$ cat src/rtl/pe_mac_sys.sv
// pe_mac_sys: systolic processing element with a signed multiply-accumulate.
//
// Two-stage pipeline: stage 1 registers the full-width signed product, stage 2
// either accumulates it internally (output-stationary) or adds it to the
// incoming partial sum (weight-stationary). Operands are forwarded to the
// neighbouring PEs through a one-cycle register.
//
// Parameters
//   DATA_W  operand width (signed)
//   ACC_W   accumulator / partial-sum width, must be >= 2*DATA_W
//
// Ports
//   clk_i, rst_ni          clock, asynchronous active-low reset
//   clr_i                  synchronous accumulator clear (clear-then-add)
//   we_i, mode_i           start one MAC; mode 0 = OS, 1 = WS (sampled with we_i)
//   wload_i                load weight register from srcb_i
//   srca_i, srcb_i         activation / weight operands
//   psum_i                 incoming partial sum (WS)
//   srca_o, srcb_o         forwarded operands, fwd_vld_o marks them valid
//   psum_o, valid_o        result (OS accumulator or WS sum) and its strobe
//   ovf_o                  sticky saturation flag (only with PE_SAT_EN)
//
// Build option
//   PE_SAT_EN  stage-2 sums saturate to the signed ACC_W range and ovf_o is
//              present; when undefined, sums wrap modulo 2^ACC_W.

module pe_mac_sys #(
    parameter int unsigned DATA_W = 16,
    parameter int unsigned ACC_W  = 32
) (
    input  logic              clk_i,
    input  logic              rst_ni,
    input  logic              clr_i,
    input  logic              we_i,
    input  logic              mode_i,
    input  logic              wload_i,
    input  logic [DATA_W-1:0] srca_i,
    input  logic [DATA_W-1:0] srcb_i,
    input  logic [ACC_W-1:0]  psum_i,
    output logic [DATA_W-1:0] srca_o,
    output logic [DATA_W-1:0] srcb_o,
    output logic              fwd_vld_o,
    output logic [ACC_W-1:0]  psum_o,
    output logic              valid_o
`ifdef PE_SAT_EN
    ,
    output logic              ovf_o
`endif
);

    localparam int unsigned PROD_W = 2 * DATA_W;

`ifdef PE_SAT_EN
    localparam int unsigned SUM_W = ACC_W + 1;
    localparam logic [ACC_W-1:0] SAT_MAX = {1'b0, {(ACC_W-1){1'b1}}};
    localparam logic [ACC_W-1:0] SAT_MIN = {1'b1, {(ACC_W-1){1'b0}}};
`endif

    // Forwarding registers
    logic [DATA_W-1:0] srca_q, srca_d;
    logic [DATA_W-1:0] srcb_q, srcb_d;
    logic              fwd_vld_q, fwd_vld_d;

    // Weight register
    logic [DATA_W-1:0] w_q, w_d;

    // Stage 1 registers
    logic signed [PROD_W-1:0] p_q, p_d;
    logic [ACC_W-1:0]         psum_q, psum_d;
    logic                     mode_q, mode_d;
    logic                     v1_q, v1_d;

    // Stage 2 / result registers
    logic [ACC_W-1:0] acc_q, acc_d;
    logic [ACC_W-1:0] out_q, out_d;
    logic             res_mode_q, res_mode_d;
    logic             valid_q, valid_d;
    logic [ACC_W-1:0] res_q, res_d;

`ifdef PE_SAT_EN
    logic             ovf_q, ovf_d;
    logic signed [SUM_W-1:0] sum_c;
    logic             sat_hit_c;
`endif

    logic [DATA_W-1:0]       opb_c;
    logic signed [ACC_W-1:0] p_ext_c;
    logic [ACC_W-1:0]        acc_base_c;
    logic signed [ACC_W-1:0] add_a_c;
    logic [ACC_W-1:0]        sum_res_c;

    // Operand forwarding and weight load
    always_comb begin
        srca_d    = srca_q;
        srcb_d    = srcb_q;
        fwd_vld_d = 1'b0;
        w_d       = w_q;
        if (we_i || wload_i) begin
            srca_d    = srca_i;
            srcb_d    = srcb_i;
            fwd_vld_d = 1'b1;
        end
        if (wload_i) begin
            w_d = srcb_i;
        end
    end

    // Stage 1: product; a weight loaded this cycle is not yet visible via w_q
    always_comb begin
        opb_c  = mode_i ? w_q : srcb_i;
        p_d    = p_q;
        psum_d = psum_q;
        mode_d = mode_q;
        v1_d   = 1'b0;
        if (we_i) begin
            p_d    = PROD_W'($signed(srca_i)) * PROD_W'($signed(opb_c));
            psum_d = psum_i;
            mode_d = mode_i;
            v1_d   = 1'b1;
        end
    end

    // Stage 2 adder: clear is applied to the accumulator before the add
    always_comb begin
        p_ext_c    = ACC_W'(p_q);
        acc_base_c = clr_i ? '0 : acc_q;
        add_a_c    = mode_q ? psum_q : acc_base_c;
`ifdef PE_SAT_EN
        sum_c     = SUM_W'(add_a_c) + SUM_W'(p_ext_c);
        sat_hit_c = sum_c[SUM_W-1] ^ sum_c[SUM_W-2];
        if (sat_hit_c) begin
            sum_res_c = sum_c[SUM_W-1] ? SAT_MIN : SAT_MAX;
        end else begin
            sum_res_c = sum_c[ACC_W-1:0];
        end
`else
        sum_res_c = add_a_c + p_ext_c;
`endif
    end

    // Stage 2 result update and output select
    always_comb begin
        acc_d      = acc_base_c;
        out_d      = out_q;
        res_mode_d = res_mode_q;
        valid_d    = 1'b0;
        if (v1_q) begin
            valid_d    = 1'b1;
            res_mode_d = mode_q;
            if (mode_q) begin
                out_d = sum_res_c;
            end else begin
                acc_d = sum_res_c;
            end
        end
        // Registered copy of the mode-selected result keeps psum_o glitch-free
        res_d = res_mode_d ? out_d : acc_d;
`ifdef PE_SAT_EN
        ovf_d = (clr_i ? 1'b0 : ovf_q) | (v1_q & sat_hit_c);
`endif
    end

    // State registers
    always_ff @(posedge clk_i or negedge rst_ni) begin
        if (!rst_ni) begin
            srca_q     <= '0;
            srcb_q     <= '0;
            fwd_vld_q  <= 1'b0;
            w_q        <= '0;
            p_q        <= '0;
            psum_q     <= '0;
            mode_q     <= 1'b0;
            v1_q       <= 1'b0;
            acc_q      <= '0;
            out_q      <= '0;
            res_mode_q <= 1'b0;
            valid_q    <= 1'b0;
            res_q      <= '0;
`ifdef PE_SAT_EN
            ovf_q      <= 1'b0;
`endif
        end else begin
            srca_q     <= srca_d;
            srcb_q     <= srcb_d;
            fwd_vld_q  <= fwd_vld_d;
            w_q        <= w_d;
            p_q        <= p_d;
            psum_q     <= psum_d;
            mode_q     <= mode_d;
            v1_q       <= v1_d;
            acc_q      <= acc_d;
            out_q      <= out_d;
            res_mode_q <= res_mode_d;
            valid_q    <= valid_d;
            res_q      <= res_d;
`ifdef PE_SAT_EN
            ovf_q      <= ovf_d;
`endif
        end
    end

    assign srca_o    = srca_q;
    assign srcb_o    = srcb_q;
    assign fwd_vld_o = fwd_vld_q;
    assign psum_o    = res_q;
    assign valid_o   = valid_q;
`ifdef PE_SAT_EN
    assign ovf_o     = ovf_q;
`endif

endmodule

$ cat config.mk
export PLATFORM = sky130hd
export DESIGN_NAME = pe_mac_sys
export DESIGN_NICKNAME = d
export VERILOG_FILES = /design/src/rtl/pe_mac_sys.sv
export SDC_FILE = /design/constraint.sdc
export NUM_CORES = 1
export LEC_CHECK = 0
export ABC_AREA = 1
export ABC_CLOCK_PERIOD_IN_PS = 7200
export BUFFER_PORTS_ARGS = -buffer_cell sky130_fd_sc_hd__buf_4
export CAP_MARGIN = 20
export CORE_MARGIN = 4
export CORE_UTILIZATION = 40
export DETAILED_ROUTE_END_ITERATION = 12
export GPL_ROUTABILITY_DRIVEN = 0
export PLACE_DENSITY = 0.54
export SLEW_MARGIN = 15
export SYNTH_ARGS = -nofsm -noshare
export SYNTH_HDL_FRONTEND = slang
export SYNTH_SLANG_ARGS = --single-unit
$ cat constraint.sdc
create_clock -name clk_i -period 7.2 [get_ports clk_i]
set_input_delay 1.44 -clock clk_i [delete_from_list [all_inputs] [get_ports clk_i]]
set_output_delay 1.44 -clock clk_i [all_outputs]
set_load 0.05 [all_outputs]
## Word-level counts from Yosys, hierarchy flattened

Index checks and enable logic that the tools add are counted.

- Bits of input ports: 70
- Output and inout bits: 66
- Flip-flop bits (word level): 213
- Logic and storage cells: 28

- Multiplexer cells: 12
- Reduce and logical (&&, ||, !) cells: 1
- $add $sub $neg: 1
- Multipliers: 1

Operators with widths:

| kind | number |
|---|---|
| 32-bit two-way mux | 7 |
| 32-bit adder | 1 |
| 16-bit by 16-bit multiplier with 32-bit output | 1 |
| 16-bit two-way mux | 1 |
| 1-bit two-way mux | 4 |
| 1-bit logical OR | 1 |

## Depth between registers and ports, before layout

- Word-level depth: 6
- Gate-level depth with buffers: 30
- Mapped depth without buffers: 28

## Least setup slack after synthesis

OpenSTA, ideal clock, no wires.

- Path type: in2reg
- Start point: in mode_i
- End point: reg p_q[27] (netlist: p_ext_c[27])
- Data required time: 7.082 ns
- Stages: 23
- Setup slack: 0.279 ns
- Path buffers: 2
- Library setup time: 0.118 ns
- Data arrival time: 6.803 ns
- Cells stage by stage: buf_2 -> buf_2 -> nand2_1 -> o21ai_1 -> nor2_1 -> inv_1 -> fa_1 -> inv_1 -> fa_1 -> inv_1 -> fa_1 -> fa_1 -> fa_1 -> fa_1 -> inv_1 -> ha_1 -> nand2_1 -> nor4_1 -> nand3_1 -> nand3_1 -> nand2_1 -> nand3_1 -> nand2_1

- Longest elaborated chain between the ends: 2

RTL lines:

| item | RTL line | RTL |
|---|---|---|
| start, declared | 35 | `input logic mode_i,` |
| 16-bit two-way mux | 110 | `opb_c = mode_i ? w_q : srcb_i;` |
| 16-bit by 16-bit multiplier with 32-bit output | 116 | `p_d = PROD_W'($signed(srca_i)) * PROD_W'($signed(opb_c));` |
| end signal, assigned | 187 | `p_q <= p_d;` |
| end, declared | 68 | `logic signed [PROD_W-1:0] p_q, p_d;` |

No other way between the ends.
A chain may end at the register's enable or synchronous reset.

## Final worst setup path

- Start point: in mode_i
- End point: reg p_q[17] (netlist: p_ext_c[17])

The elaborated chain is that of the path after synthesis.

==> reports/qor.log <==
[critical_path] cells on worst reg2reg path 25
[outcome] run status completed
[floorplan] floorplan die width 240 microns
[yosys] number of different library cells in the post-synthesis netlist 41
[cts] Post-CTS Setup Bufs 0
[routing] number of remaining DRC errors 0
[yosys] cell with the most instances after synthesis sky130_fd_sc_hd__nand2_1
[critical_path] CP Data Arrival Time 7260 ps
[finish] fin nets 3480
[critical_path] type of element launching the critical path input pin
[floorplan] Die Outline Area 0.0576 sq mm
[timing] unrepaired setup endpoints after global routing no
[routing] Pre-Repair DR Iteration Count 7
[yosys] post-synthesis net count 3262
[yosys] top cell type by total area after synthesis sky130_fd_sc_hd__dfrtp_1
[min_path] hold crit path type reg -> reg
[cts] H-tree depth 1
[timing] slew at the pin with the worst max-slew slack 1040 ps
[critical_path] largest driver fanout on the critical path 9
[grt] vias in the first global route 19329
[routing] wire length on met1 27.6 mm
[timing] total count of hold-check failures in the final report 0
[yosys] synthesized flop and latch total 213
[floorplan] core box area 0.0529 sq mm
[critical_path] register-to-register setup slack 1200 ps
[routing] antenna violation net count after detailed routing 0
[grt] Overflow after GRT 0
[cts] Clk pin slew, worst setup/hold paths 60 ps
[placement] post-DP HPWL 52.5 mm
[routing] mean number of vias per cell 4.92
[routing] Met2 Wirelength 30.2 mm
[critical_path] capture instance of the worst register-to-register path p_ext_c[17]
[finish] antenna cells 0
[yosys] Post-Synthesis Mean Instance Area 7.64 sq um
[min_path] critical hold path startpoint psum_q[8]
[flow_run] # Max-Cap Violations 0
[routing] Initial DRC Count 1063
[cts] number of clock buffers inserted by TritonCTS 26
[floorplan] I/O Pins 136
[grt] first-pass GRT wire length 104 mm
[finish] area added between synthesis and finish 16.5%
[cts] Skew-Pair Late Insertion Delay 540 ps
[routing] top sig layer met4
[cts] Clock Path Buffers 3
[yosys] cell types with the largest area share after synthesis sky130_fd_sc_hd__dfrtp_1, sky130_fd_sc_hd__fa_1, sky130_fd_sc_hd__nand2_1
[yosys] proportion of synthesized chip area in sequential cells 0.248
[floorplan] site row count 84
[routing] Met3 Wirelength 3.23 mm
[yosys] share of synthesized flip-flops with an asynchronous set or reset 1.00
[yosys] count of flip-flops with a built-in enable after synthesis 0
[timing] final-report setup violation count 0
[timing] worst hold slack 471 ps
[timing] headroom to the max-slew limit 0.306
[cts] Clock Sinks 213
[grt] aggregate global-route resource usage 0.226
[timing] pins over their slew limit 0
[min_path] count of cells along the worst hold path 2
[yosys] number of cells produced by synthesis 2816
[cts] CTS Hold Buffers Added 0
[timing] setup tns final 0 ps
[yosys] most frequently used flop master after synthesis sky130_fd_sc_hd__dfrtp_1
[min_path] worst-case hold path end point psum_q[8]
[routing] vias after detailed routing 18406
[yosys] portion of synthesized cell area occupied by the leading cell type 0.248
[timing] crit path time final 6840 ps
[grt] initial antenna violation count 0
[timing] Period Utilization, post-route 0.950
[cts] Root Buffer sky130_fd_sc_hd__clkbuf_16
[floorplan] effective utilization at floorplan 0.407
[finish] ratio of cells with drive above 1 in the final layout 0.141
[critical_path] critical path endpoint category flip-flop
[yosys] top cell types by occurrence after synthesis sky130_fd_sc_hd__nand2_1, sky130_fd_sc_hd__inv_1, sky130_fd_sc_hd__fa_1, sky130_fd_sc_hd__dfrtp_1, sky130_fd_sc_hd__nor2_1
[floorplan] Die Span Y 240 microns
[critical_path] r2r startpoint w_q[3]
[yosys] Netlist Area Pre-Place 0.0215 sq mm
[yosys] warning count from the yosys run 0
[cts] TritonCTS clock tree yes
[timing] Max Clk Rate 146 MHz
[critical_path] start-to-end type of the worst setup path in -> reg
[grt] pin count of the biggest net entering global routing 96
[placement] count of port buffers added during placement 135
[routing] Routed WL 63.4 mm
[timing] Clock Skews 14.4 ps
[routing] routed len/inst 17.0 microns
[critical_path] WP data required 7620 ps
## timing repair
action,CTS,global route
endpoints found under the setup margin,0,1
gates resized for setup,0,1
endpoints found under the hold margin,0,0
## cell families (layout without fill, tap and decap cells)
logic type | count (synthesis) | in the layout | synth area share
adder cells (fa/ha/maj) | 376 | 376 | 0.310
flip-flops | 213 | 213 | 0.248
buffers and inverters | 662 | 898 | 0.117
XOR/XNOR | 29 | 29 | 0.0118
AO/OA/AOI/OAI | 217 | 217 | 0.0536
AND/OR/NAND/NOR | 1319 | 1319 | 0.259
## sequential cells by signal (all words and copies together) (netlist names)
| register | cells |
|---|---|
| acc_q | 32 |
| out_q | 32 |
| p_ext_c | 32 |
| psum_o | 32 |
| psum_q | 32 |
| srca_o | 16 |
| srcb_o | 16 |
| w_q | 16 |
| fwd_vld_o | 1 |
| mode_q | 1 |
| res_mode_q | 1 |
| v1_q | 1 |
| valid_o | 1 |
## metal layers
layer | vias up | global-route usage
met5 | - | 0
met4 | 0 | 0.0768
met3 | 132 | 0.0311
met2 | 465 | 0.384
met1 | 8959 | 0.300
li1 | 8850 | -
## how the worst max path moves through the flow
stage | from | end | slack, ps | cells after the start
2_1_floorplan | mode_i | p_ext_c[27] | 280 | 23
3_3_place_gp | mode_i | p_ext_c[17] | -140 | 28
3_5_place_dp | mode_i | p_ext_c[17] | -190 | 28
4_1_cts | mode_i | p_ext_c[17] | 370 | 28
5_1_grt | mode_i | p_ext_c[27] | 50 | 22
6_report | mode_i | p_ext_c[17] | 360 | 28
## area by class of cell
type	instances	area, sq um
multi-input cells	1941	13700
repair buffers	273	2160
well taps	688	861
flip-flops and latches	213	5330
fillers	5362	27800
clock inverters	10	93.8
clock buffers	36	759
inverters	579	2170
## cells in the final DEF, fill, tap and decap left out, drive strengths merged
cell type | synthesis | layout
nand2 | 881 | 881
inv | 570 | 572
buf | 29 | 273
fa | 263 | 263
dfrtp | 213 | 213
nor2 | 206 | 206
nand3 | 152 | 152
o21ai | 144 | 144
ha | 113 | 113
a21oi | 56 | 56
clkbuf | 54 | 36
or2 | 28 | 28
xnor2 | 20 | 20
nand4 | 16 | 16
clkinv | 9 | 16
nor3 | 15 | 15
o21bai | 11 | 11
nand3b | 9 | 9
xor2 | 9 | 9
and2 | 5 | 5
nor4 | 4 | 4
a21o | 2 | 2
o31ai | 2 | 2
nor3b | 2 | 2
and3 | 1 | 1
a21boi | 1 | 1
a31oi | 1 | 1
bufinv | 0 | 1
## metrics by stage
step | instance area (sq um) | setup slack [ps] | std cells | utilization
finish | 25100 | 358 | 3740 | 0.474
detailed placement | 24200 | -193 | 3693 | 0.457
CTS | 25000 | 370 | 3739 | 0.473
global placement | 24200 | -143 | 3693 | 0.457
floorplan | 21500 | 279 | 2816 | -
global route | 25100 | 52.1 | 3740 | 0.474
## worst max-delay path, cell delays in order
cell	delay [ps]
sky130_fd_sc_hd__buf_4	90
sky130_fd_sc_hd__clkinv_1	190
sky130_fd_sc_hd__nand2_1	120
sky130_fd_sc_hd__nand2_1	90
sky130_fd_sc_hd__buf_12	150
sky130_fd_sc_hd__inv_1	100
sky130_fd_sc_hd__nand2_1	90
sky130_fd_sc_hd__fa_1	530
sky130_fd_sc_hd__inv_1	50
sky130_fd_sc_hd__fa_1	520
sky130_fd_sc_hd__inv_1	70
sky130_fd_sc_hd__fa_1	580
sky130_fd_sc_hd__inv_1	70
sky130_fd_sc_hd__fa_1	470
sky130_fd_sc_hd__fa_1	490
sky130_fd_sc_hd__inv_1	50
sky130_fd_sc_hd__fa_1	470
sky130_fd_sc_hd__inv_1	40
sky130_fd_sc_hd__ha_1	310
sky130_fd_sc_hd__a21oi_1	220
sky130_fd_sc_hd__o21ai_0	190
sky130_fd_sc_hd__inv_1	100
sky130_fd_sc_hd__nand3_1	240
sky130_fd_sc_hd__nand2_1	120
sky130_fd_sc_hd__nand2_1	60
sky130_fd_sc_hd__or2_1	200
sky130_fd_sc_hd__nand3_1	110
sky130_fd_sc_hd__nand2_1	60
Power is left out: the tool's default activity adds up to more than one toggle a clock period on the data nets, which glitch-free logic cannot reach.
